`src/rtl/ldst_unit.sv`:
```
// ldst_unit: load/store stage of Buraq-Mini-RV32IM, between execute and write-back.
// Optional macro LDST_MISALIGN_TRAP_EN: suppress misaligned half/word accesses and pulse ldst_misaligned.
module ldst_unit #(
  parameter int DataWidth    = 32,
  parameter int RegAddrWidth = 5
) (
  input  logic                    brq_clk,
  input  logic                    brq_rst,
  input  logic                    ieu_mem_ren,
  input  logic                    ieu_mem_wen,
  input  logic                    ieu_memtoreg,
  input  logic                    ieu_regfile_en,
  input  logic [2:0]              ieu_func3,
  input  logic [RegAddrWidth-1:0] ieu_addr_dst,
  input  logic [DataWidth-1:0]    ieu_mem_addr,
  input  logic [DataWidth-1:0]    ieu_store_data,
  input  logic [DataWidth-1:0]    ieu_alu_result_dealy,
  input  logic                    dmem_gnt,
  input  logic                    dmem_rvalid,
  input  logic [DataWidth-1:0]    dmem_rdata,
  output logic                    ldst_req,
  output logic                    ldst_we,
  output logic [DataWidth-1:0]    ldst_addr,
  output logic [3:0]              ldst_be,
  output logic [DataWidth-1:0]    ldst_wdata,
  output logic                    ldst_stall,
  output logic                    ldst_regfile_en,
  output logic                    ldst_memtoreg,
  output logic [RegAddrWidth-1:0] ldst_addr_dst,
  output logic [DataWidth-1:0]    ldst_mem_result,
  output logic [DataWidth-1:0]    ldst_alu_result,
  output logic                    ldst_misaligned
);
  typedef enum logic [1:0] {IDLE = 2'd0, REQ = 2'd1, WAIT = 2'd2} state_e;

  state_e                  state_q, state_d;
  logic                    done_q, done_d;
  logic                    mem_access, misaligned, issue, pass_thru, load_done;
  logic [1:0]              off_q;
  logic [2:0]              func3_q;
  logic [RegAddrWidth-1:0] rd_q, addr_dst_q;
  logic                    rf_en_q, memtoreg_q, we_q;
  logic [DataWidth-1:0]    addr_q, wdata_q, mem_result_q, alu_result_q;
  logic [3:0]              be_q;
  logic                    regfile_en_q, memtoreg_out_q;

  function automatic logic [3:0] byte_en(input logic [1:0] size, input logic [1:0] off);
    logic [7:0] mask;
    case (size)
      2'b00:   mask = 8'h01 << off;
      2'b01:   mask = 8'h03 << off;
      default: mask = 8'h0F;
    endcase
    return mask[3:0];
  endfunction

  function automatic logic [DataWidth-1:0] store_lanes(input logic [1:0] size,
                                                       input logic [DataWidth-1:0] d);
    case (size)
      2'b00:   return {(DataWidth/8){d[7:0]}};
      2'b01:   return {(DataWidth/16){d[15:0]}};
      default: return d;
    endcase
  endfunction

  // Bytes shifted in past the top lane are zero, so misaligned loads read 0 there.
  function automatic logic [DataWidth-1:0] load_format(input logic [DataWidth-1:0] rdata,
                                                       input logic [1:0] off,
                                                       input logic [2:0] f3);
    logic [DataWidth-1:0] sh;
    sh = rdata >> {off, 3'b000};
    case (f3)
      3'b000:  return {{(DataWidth-8){sh[7]}}, sh[7:0]};
      3'b001:  return {{(DataWidth-16){sh[15]}}, sh[15:0]};
      3'b100:  return {{(DataWidth-8){1'b0}}, sh[7:0]};
      3'b101:  return {{(DataWidth-16){1'b0}}, sh[15:0]};
      default: return sh;
    endcase
  endfunction

  assign mem_access = ieu_mem_ren | ieu_mem_wen;
`ifdef LDST_MISALIGN_TRAP_EN
  assign misaligned = ((ieu_func3[1:0] == 2'b01) & ieu_mem_addr[0]) |
                      ((ieu_func3[1:0] == 2'b10) & (ieu_mem_addr[1:0] != 2'b00));
`else
  assign misaligned = 1'b0;
`endif
  assign issue     = (state_q == IDLE) & mem_access & ~done_q & ~misaligned;
  assign pass_thru = (state_q == IDLE) & ~mem_access;
  assign load_done = (state_q == WAIT) & dmem_rvalid;

  always_ff @(posedge brq_clk) begin
    if (brq_rst) begin
      state_q <= IDLE;
      done_q  <= 1'b0;
    end else begin
      state_q <= state_d;
      done_q  <= done_d;
    end
  end

  always_comb begin
    state_d = state_q;
    done_d  = 1'b0;
    case (state_q)
      IDLE: if (issue) state_d = REQ;
      REQ: begin
        if (dmem_gnt) begin
          state_d = we_q ? IDLE : WAIT;
          done_d  = we_q;
        end
      end
      WAIT: begin
        if (dmem_rvalid) begin
          state_d = IDLE;
          done_d  = 1'b1;
        end
      end
      default: state_d = IDLE;
    endcase
  end

  // done_q marks the held instruction as finished so it is not issued twice.
  always_comb begin
    ldst_req   = (state_q == REQ);
    ldst_stall = (state_q != IDLE) | (mem_access & ~done_q & ~misaligned);
  end

  always_ff @(posedge brq_clk) begin
    if (brq_rst) begin
      off_q          <= '0;
      func3_q        <= '0;
      rd_q           <= '0;
      rf_en_q        <= 1'b0;
      memtoreg_q     <= 1'b0;
      we_q           <= 1'b0;
      addr_q         <= '0;
      be_q           <= '0;
      wdata_q        <= '0;
      regfile_en_q   <= 1'b0;
      memtoreg_out_q <= 1'b0;
      addr_dst_q     <= '0;
      mem_result_q   <= '0;
      alu_result_q   <= '0;
    end else begin
      if (issue) begin
        off_q      <= ieu_mem_addr[1:0];
        func3_q    <= ieu_func3;
        rd_q       <= ieu_addr_dst;
        rf_en_q    <= ieu_regfile_en;
        memtoreg_q <= ieu_memtoreg;
        we_q       <= ieu_mem_wen;
        addr_q     <= {ieu_mem_addr[DataWidth-1:2], 2'b00};
        be_q       <= byte_en(ieu_func3[1:0], ieu_mem_addr[1:0]);
        wdata_q    <= store_lanes(ieu_func3[1:0], ieu_store_data);
      end
      regfile_en_q <= (pass_thru & ieu_regfile_en) | (load_done & rf_en_q);
      if (pass_thru) begin
        addr_dst_q     <= ieu_addr_dst;
        memtoreg_out_q <= ieu_memtoreg;
        alu_result_q   <= ieu_alu_result_dealy;
      end
      if (load_done) begin
        mem_result_q   <= load_format(dmem_rdata, off_q, func3_q);
        addr_dst_q     <= rd_q;
        memtoreg_out_q <= memtoreg_q;
      end
    end
  end

`ifdef LDST_MISALIGN_TRAP_EN
  logic misaligned_q;
  always_ff @(posedge brq_clk) begin
    if (brq_rst) misaligned_q <= 1'b0;
    else         misaligned_q <= (state_q == IDLE) & mem_access & ~done_q & misaligned;
  end
  assign ldst_misaligned = misaligned_q;
`else
  assign ldst_misaligned = 1'b0;
`endif

  assign ldst_we         = we_q;
  assign ldst_addr       = addr_q;
  assign ldst_be         = be_q;
  assign ldst_wdata      = wdata_q;
  assign ldst_regfile_en = regfile_en_q;
  assign ldst_memtoreg   = memtoreg_out_q;
  assign ldst_addr_dst   = addr_dst_q;
  assign ldst_mem_result = mem_result_q;
  assign ldst_alu_result = alu_result_q;
endmodule

```
`config.mk`:
```
export PLATFORM = sky130hd
export DESIGN_NAME = ldst_unit
export DESIGN_NICKNAME = d
export VERILOG_FILES = /design/src/rtl/ldst_unit.sv
export SDC_FILE = /design/constraint.sdc
export NUM_CORES = 1
export LEC_CHECK = 0
export CORE_AREA = 2 2 110 112
export DETAILED_ROUTE_END_ITERATION = 16
export DIE_AREA = 0 0 112 114
export DONT_BUFFER_PORTS = 1
export HOLD_SLACK_MARGIN = 0.05
export PLACE_DENSITY = 0.7
export SLEW_MARGIN = 20
export SYNTH_ARGS = -nofsm -noshare
export SYNTH_HDL_FRONTEND = slang
export SYNTH_SLANG_ARGS = --single-unit
```
`constraint.sdc`:
```
create_clock -name brq_clk -period 4 [get_ports brq_clk]
set_clock_uncertainty 0.05 [all_clocks]
set_input_delay 0.4 -clock brq_clk [delete_from_list [all_inputs] [get_ports brq_clk]]
set_output_delay 0.4 -clock brq_clk [all_outputs]
set_load 0.02 [all_outputs]
```
==> results.md <==
- Vias in the first global route: 5142
- Clk buf depth: 2
- Die H: 114 um
- CTS-repair resized insts: 0
- # Max-Cap Violations: 0
- Area occupied by registers: 3063 um2
- Antenna-violating nets left: 0
- Die Area: 12770 um2
- Placer Congestion: 0.9321
- Drt via density: 5.754
- Critical Path Source Type: register
- Hold path depth: 2
- Leakage power: 2.653 nW
- Final setup viols: 0
- Drt drc: 0
- Worst skew pair latency: 420 ps
- Crit path DAT: 2550 ps
- Postcts setup bufs: 0
- Worst hold path class: in -> reg
- Hold Path Sink: ldst_alu_result[14]
- CORE AREA: 11710 um2
- Top FF cell, synth: dfxtp_1
- EDFF count, synth: 0
- Filler cells: 1052
- Synthesized cell area: 6446 um2
- FF-to-FF Start: off_q[1]
- Setup CP Type: reg -> reg
- Synth Register Bits: 153
- Mapped Cells: 797
- Setup TNS: 0 ps
- Initial Util: 55.04%
- Footprint of the multi-input gates: 3050 um2
- Final Hold Viols: 0
- Root Buffer: clkbuf_16
- Clock transition at the registers of the reported paths: 60 ps
- Final period utilization: 57.07%
- Max VDD drop: 0.3911 mV
- Register area share after synthesis: 47.52%
- H-Tree Depth: 4
- Io pins: 287
- Slew @ Worst Pin: 974.1 ps
- Initial antenna violation count: 0
- Unrepaired setup endpoints after global routing: false
- Asr flop ratio synth: 0%
- Vias: 5334
- Per-cell routed wire length: 18.28 um
- Yosys cell types: 39
- Avg Cell Area, Syn: 8.088 um2
- Power Density: 672.5 nW/um2
- Hold slack: 59.40 ps
- Die width: 112 um
- DPL Wire Length: 11460 um
- Cell row count: 40
- Min cycle time layout: 2283 ps
- ANT cells: 0
- Final Util: 60.99%
- Outcome: finished, final reports clean
- Slew margin rel.: 34.90%
- DRT Pass-1 Iters: 5
- FF-to-FF path depth: 4
- Worst path required time: 4270 ps
- Reg2reg end: ldst_mem_result[31]
- Synth warn: 0
- Max Slew Vio Count: 0
- Port bufs: 0
- Pwr Total: 4.804 mW
- First-pass GRT wire length: 25640 um
- Number of buffers created by CTS: 17
- Reg2Reg Setup Slack: 1720 ps
- P&R area growth vs syn: 10.81%
- Layout cells sized above 1: 7.692%
- Pin count of the biggest net entering global routing: 154
- First DRT Iteration DRCs: 357
- Gr ovfl total: 0
- Critical hold path startpoint: ieu_alu_result_dealy[14]
- TritonCTS Sinks: 153
- GRT Resource Usage Total: 25.14%
- Total routed wirelength: 16950 um
- CP Capture Type: register
- Fmax: 438.1 MHz
- Final nets: 916
- CTS tree: done
- Crit-path max FO: 15
timing repair:
item	CTS	global route
endpoints found under the hold margin	153	4
hold buffers	11	4
endpoints found under the setup margin	0	0
state kept, by name (all words and copies together), names as in the netlist:
signal           cells
ldst_alu_result     32
rd_q                 5
ldst_we              1
off_q                2
ldst_addr           30
ldst_wdata          32
memtoreg_q           1
state_q              2
ldst_regfile_en      1
ldst_addr_dst        5
ldst_be              4
rf_en_q              1
ldst_memtoreg        1
ldst_mem_result     32
done_q               1
func3_q              3
cells in the final DEF (no fill, tap or decap), types with 10 or more instances in the layout:
cell type,n
nor3_1,12
nor2_1,55
a311oi_1,16
a21oi_1,124
clkbuf_16,17
mux2i_1,35
dlygate4sd3_1,14
o21ai_0,17
a211oi_1,15
a211oi_2,10
nand2_1,231
dfxtp_1,153
cells by family (layout without fill, tap and decap cells):
group | Yosys count | after routing | share of synthesized area [%]
and+or+nand+nor | 311 | 311 | 18.87
DFF | 153 | 153 | 47.52
xor gates and xnor gates | 1 | 1 | 0.1359
muxes | 43 | 43 | 7.007
other | 1 | 3 | 0.05817
buffers and inverters | 78 | 59 | 5.512
adders and majority gates | 4 | 4 | 0.7764
AOI/OAI and AO/OA | 206 | 206 | 20.13
final cells by class:
cell class / count / area share [%]
Sequential cell: 153 / 42.88
Multi-Input combinational cell: 568 / 42.70
Clock buffer: 21 / 6.166
Timing Repair Buffer: 20 / 2.873
Tap cell: 147 / 2.575
Clock inverter: 10 / 2.382
Inverter: 8 / 0.4204
how the worst max path moves through the flow:
| stage | from | endpoint | slack [ps] | cells past startpoint |
|---|---|---|---|---|
| finish | off_q[1] | ldst_mem_result[31] | 1720 | 4 |
| floorplan | state_q[0] | ldst_alu_result[11] | 2340 | 8 |
| detailed placement | state_q[1] | ldst_addr_dst[2] | 1660 | 6 |
| global placement | state_q[0] | ldst_addr_dst[2] | 1810 | 6 |
| global route | off_q[1] | ldst_mem_result[31] | 1510 | 4 |
| CTS | state_q[1] | ldst_memtoreg | 1600 | 6 |
Yosys cell counts (all sizes together), types with 2 or more instances:
master | number | share of area [%]
nand2b | 2 | 0.19
inv | 8 | 0.47
nand2 | 231 | 13
o2bb2ai | 8 | 1.1
o21bai | 2 | 0.23
a21o | 2 | 0.25
a21oi | 124 | 9.6
mux2i | 35 | 5.4
a311oi | 16 | 2.2
o21ai | 17 | 1.3
ha | 4 | 0.78
buf | 31 | 2.8
or2 | 2 | 0.19
a211oi | 25 | 3.7
o211ai | 8 | 1.1
clkbuf | 39 | 2.3
nor3 | 13 | 1.0
nor2 | 56 | 3.3
dfxtp | 153 | 48
nor2b | 3 | 0.29
mux2 | 7 | 1.2
where the power goes:
part / internal [mW] / switching, mW
Sequential: 1.76 / 0.438
Clock: 1.05 / 0.621
Combinational: 0.321 / 0.614
Total: 3.13 / 1.67
worst max-delay path, stage by stage, from the launching register on:
cell	delay, ps
dfxtp_1	510
nor2b_1	590
nor2b_1	580
a21oi_1	150
a211oi_1	300
layer usage:
layer	GRT usage (%)	routed length [um]	up-vias
met5	0	0	-
met4	8.780	275	0
met3	11.11	1906	28
met2	42.42	8303	252
met1	28.57	6461	2414
li1	-	-	2640
per-stage QoR:
step / area (um2) / std cells / worst slack, ps
after floorplan: 6454 / 799 / 2336
after global placement: 6360 / 881 / 1811
after detailed placement: 6360 / 881 / 1658
after CTS: 7098 / 923 / 1605
after global routing: 7143 / 927 / 1508
final: 7143 / 927 / 1717
Note: power is estimated with default switching activity, not from simulation.
==> RTL edit, RTL diff (same settings) <==
Re-encode `state_e` (3 states) as one-hot, 3 bits wide.
--- a/src/rtl/ldst_unit.sv
+++ b/src/rtl/ldst_unit.sv
@@ -32,5 +32,5 @@
   output logic                    ldst_misaligned
 );
-  typedef enum logic [1:0] {IDLE = 2'd0, REQ = 2'd1, WAIT = 2'd2} state_e;
+  typedef enum logic [2:0] {IDLE = 3'b001, REQ = 3'b010, WAIT = 3'b100} state_e;
 
   state_e                  state_q, state_d;
Check against the original RTL: no difference found for any inputs over 4 cycles, from zero or initial values and one cycle with brq_rst high; so few cycles prove little.
==> RTL edit against the original RTL <==
  * Power fell by 11%
  * Sequential cell count rose by 1
  * Setup slack worse by 100 ps
  * Maximum frequency fell by 4.4%
  * Cell area increased by 0.23%
  * Synthesized area decreased by 0.97%
  * Routed wire length is 0.19% lower
  * Largest cell class unchanged
==> RTL edit: results <==
{
  "p_total_w": 0.00426,
  "finalNonFillerCells": 934,
  "rr_endpoint": "ldst_addr_dst[0]$_SDFFE_PP0P_",
  "drt-initial-drc-count": 409,
  "ir_worst_vdd_mv": 0.424,
  "path_max_fanout": 30,
  "synth_common_cells": "231 x nand2_1, 154 x dfxtp_1, 125 x a21oi_1",
  "hold_slack_ps": 67.5,
  "internal_power_w": 0.00301,
  "gp_congestion": 0.899,
  "p_seq_w": 0.00195,
  "min-delay-start": "ieu_mem_addr[15]",
  "max-slew-margin-rel": 0.380,
  "reg2reg_setup_slack_ps": 1610,
  "grt_pass1_wl_um": 26300,
  "place_hpwl_um": 11400,
  "pg_comb_w": 0.000572,
  "placed_cell_area_um2": 6330,
  "grt_max_degree": 155,
  "fin_crit_sh": 0.597,
  "num_vias": 5484,
  "grt.total_usage": 0.257,
  "drive_above_1_share": 0.0686,
  "dpl_worst_slack_ps": 1430,
  "status": "completed",
  "startpoint": "state_q[0]$_SDFFE_PP1P_",
  "cp_slowest_cell": "nor3_2",
  "syn_avg_cell_area_um2": 7.96,
  "cts.hold.buffers_added": 15,
  "cpPeakStageDelay_ps": 500,
  "critical_path_arrival_ps": 2650,
  "synth_compound_area_frac": 0.194,
  "synth_cell_type_count": 38
}
[RTL edit: cell type report]
| cell class | count | area (um^2) |
|---|---|---|
| fillers | 1081 | 4550 |
| flip-flops and latches | 154 | 3080 |
| multi-input cells | 576 | 3020 |
| clock buffers | 21 | 450 |
| repair buffers | 22 | 223 |
| clock inverters | 11 | 193 |
| well taps | 147 | 184 |
| inverters | 3 | 11.3 |
[RTL edit: cell families (layout without fill, tap and decap cells)]
family | after synthesis | count (layout)
flops | 154 | 154
compound gates | 206 | 206
simple gates | 327 | 327
mux | 40 | 40
other cells | 1 | 3
buf+inv | 74 | 57
[RTL edit: per-layer routing]
| metal | GRT usage | share of wire |
|---|---|---|
| met1 | 0.286 | 0.38 |
| met2 | 0.436 | 0.49 |
| met5 | 0 | 0 |
| met4 | 0.113 | 0.029 |
| met3 | 0.103 | 0.10 |
[RTL edit: worst reg2reg max path: stages, from the launching register on]
cell and delay [ps]:
dfxtp_1 480, or3b_4 460, nor3_2 500, buf_4 410, nand2_1 110, a311oi_1 270
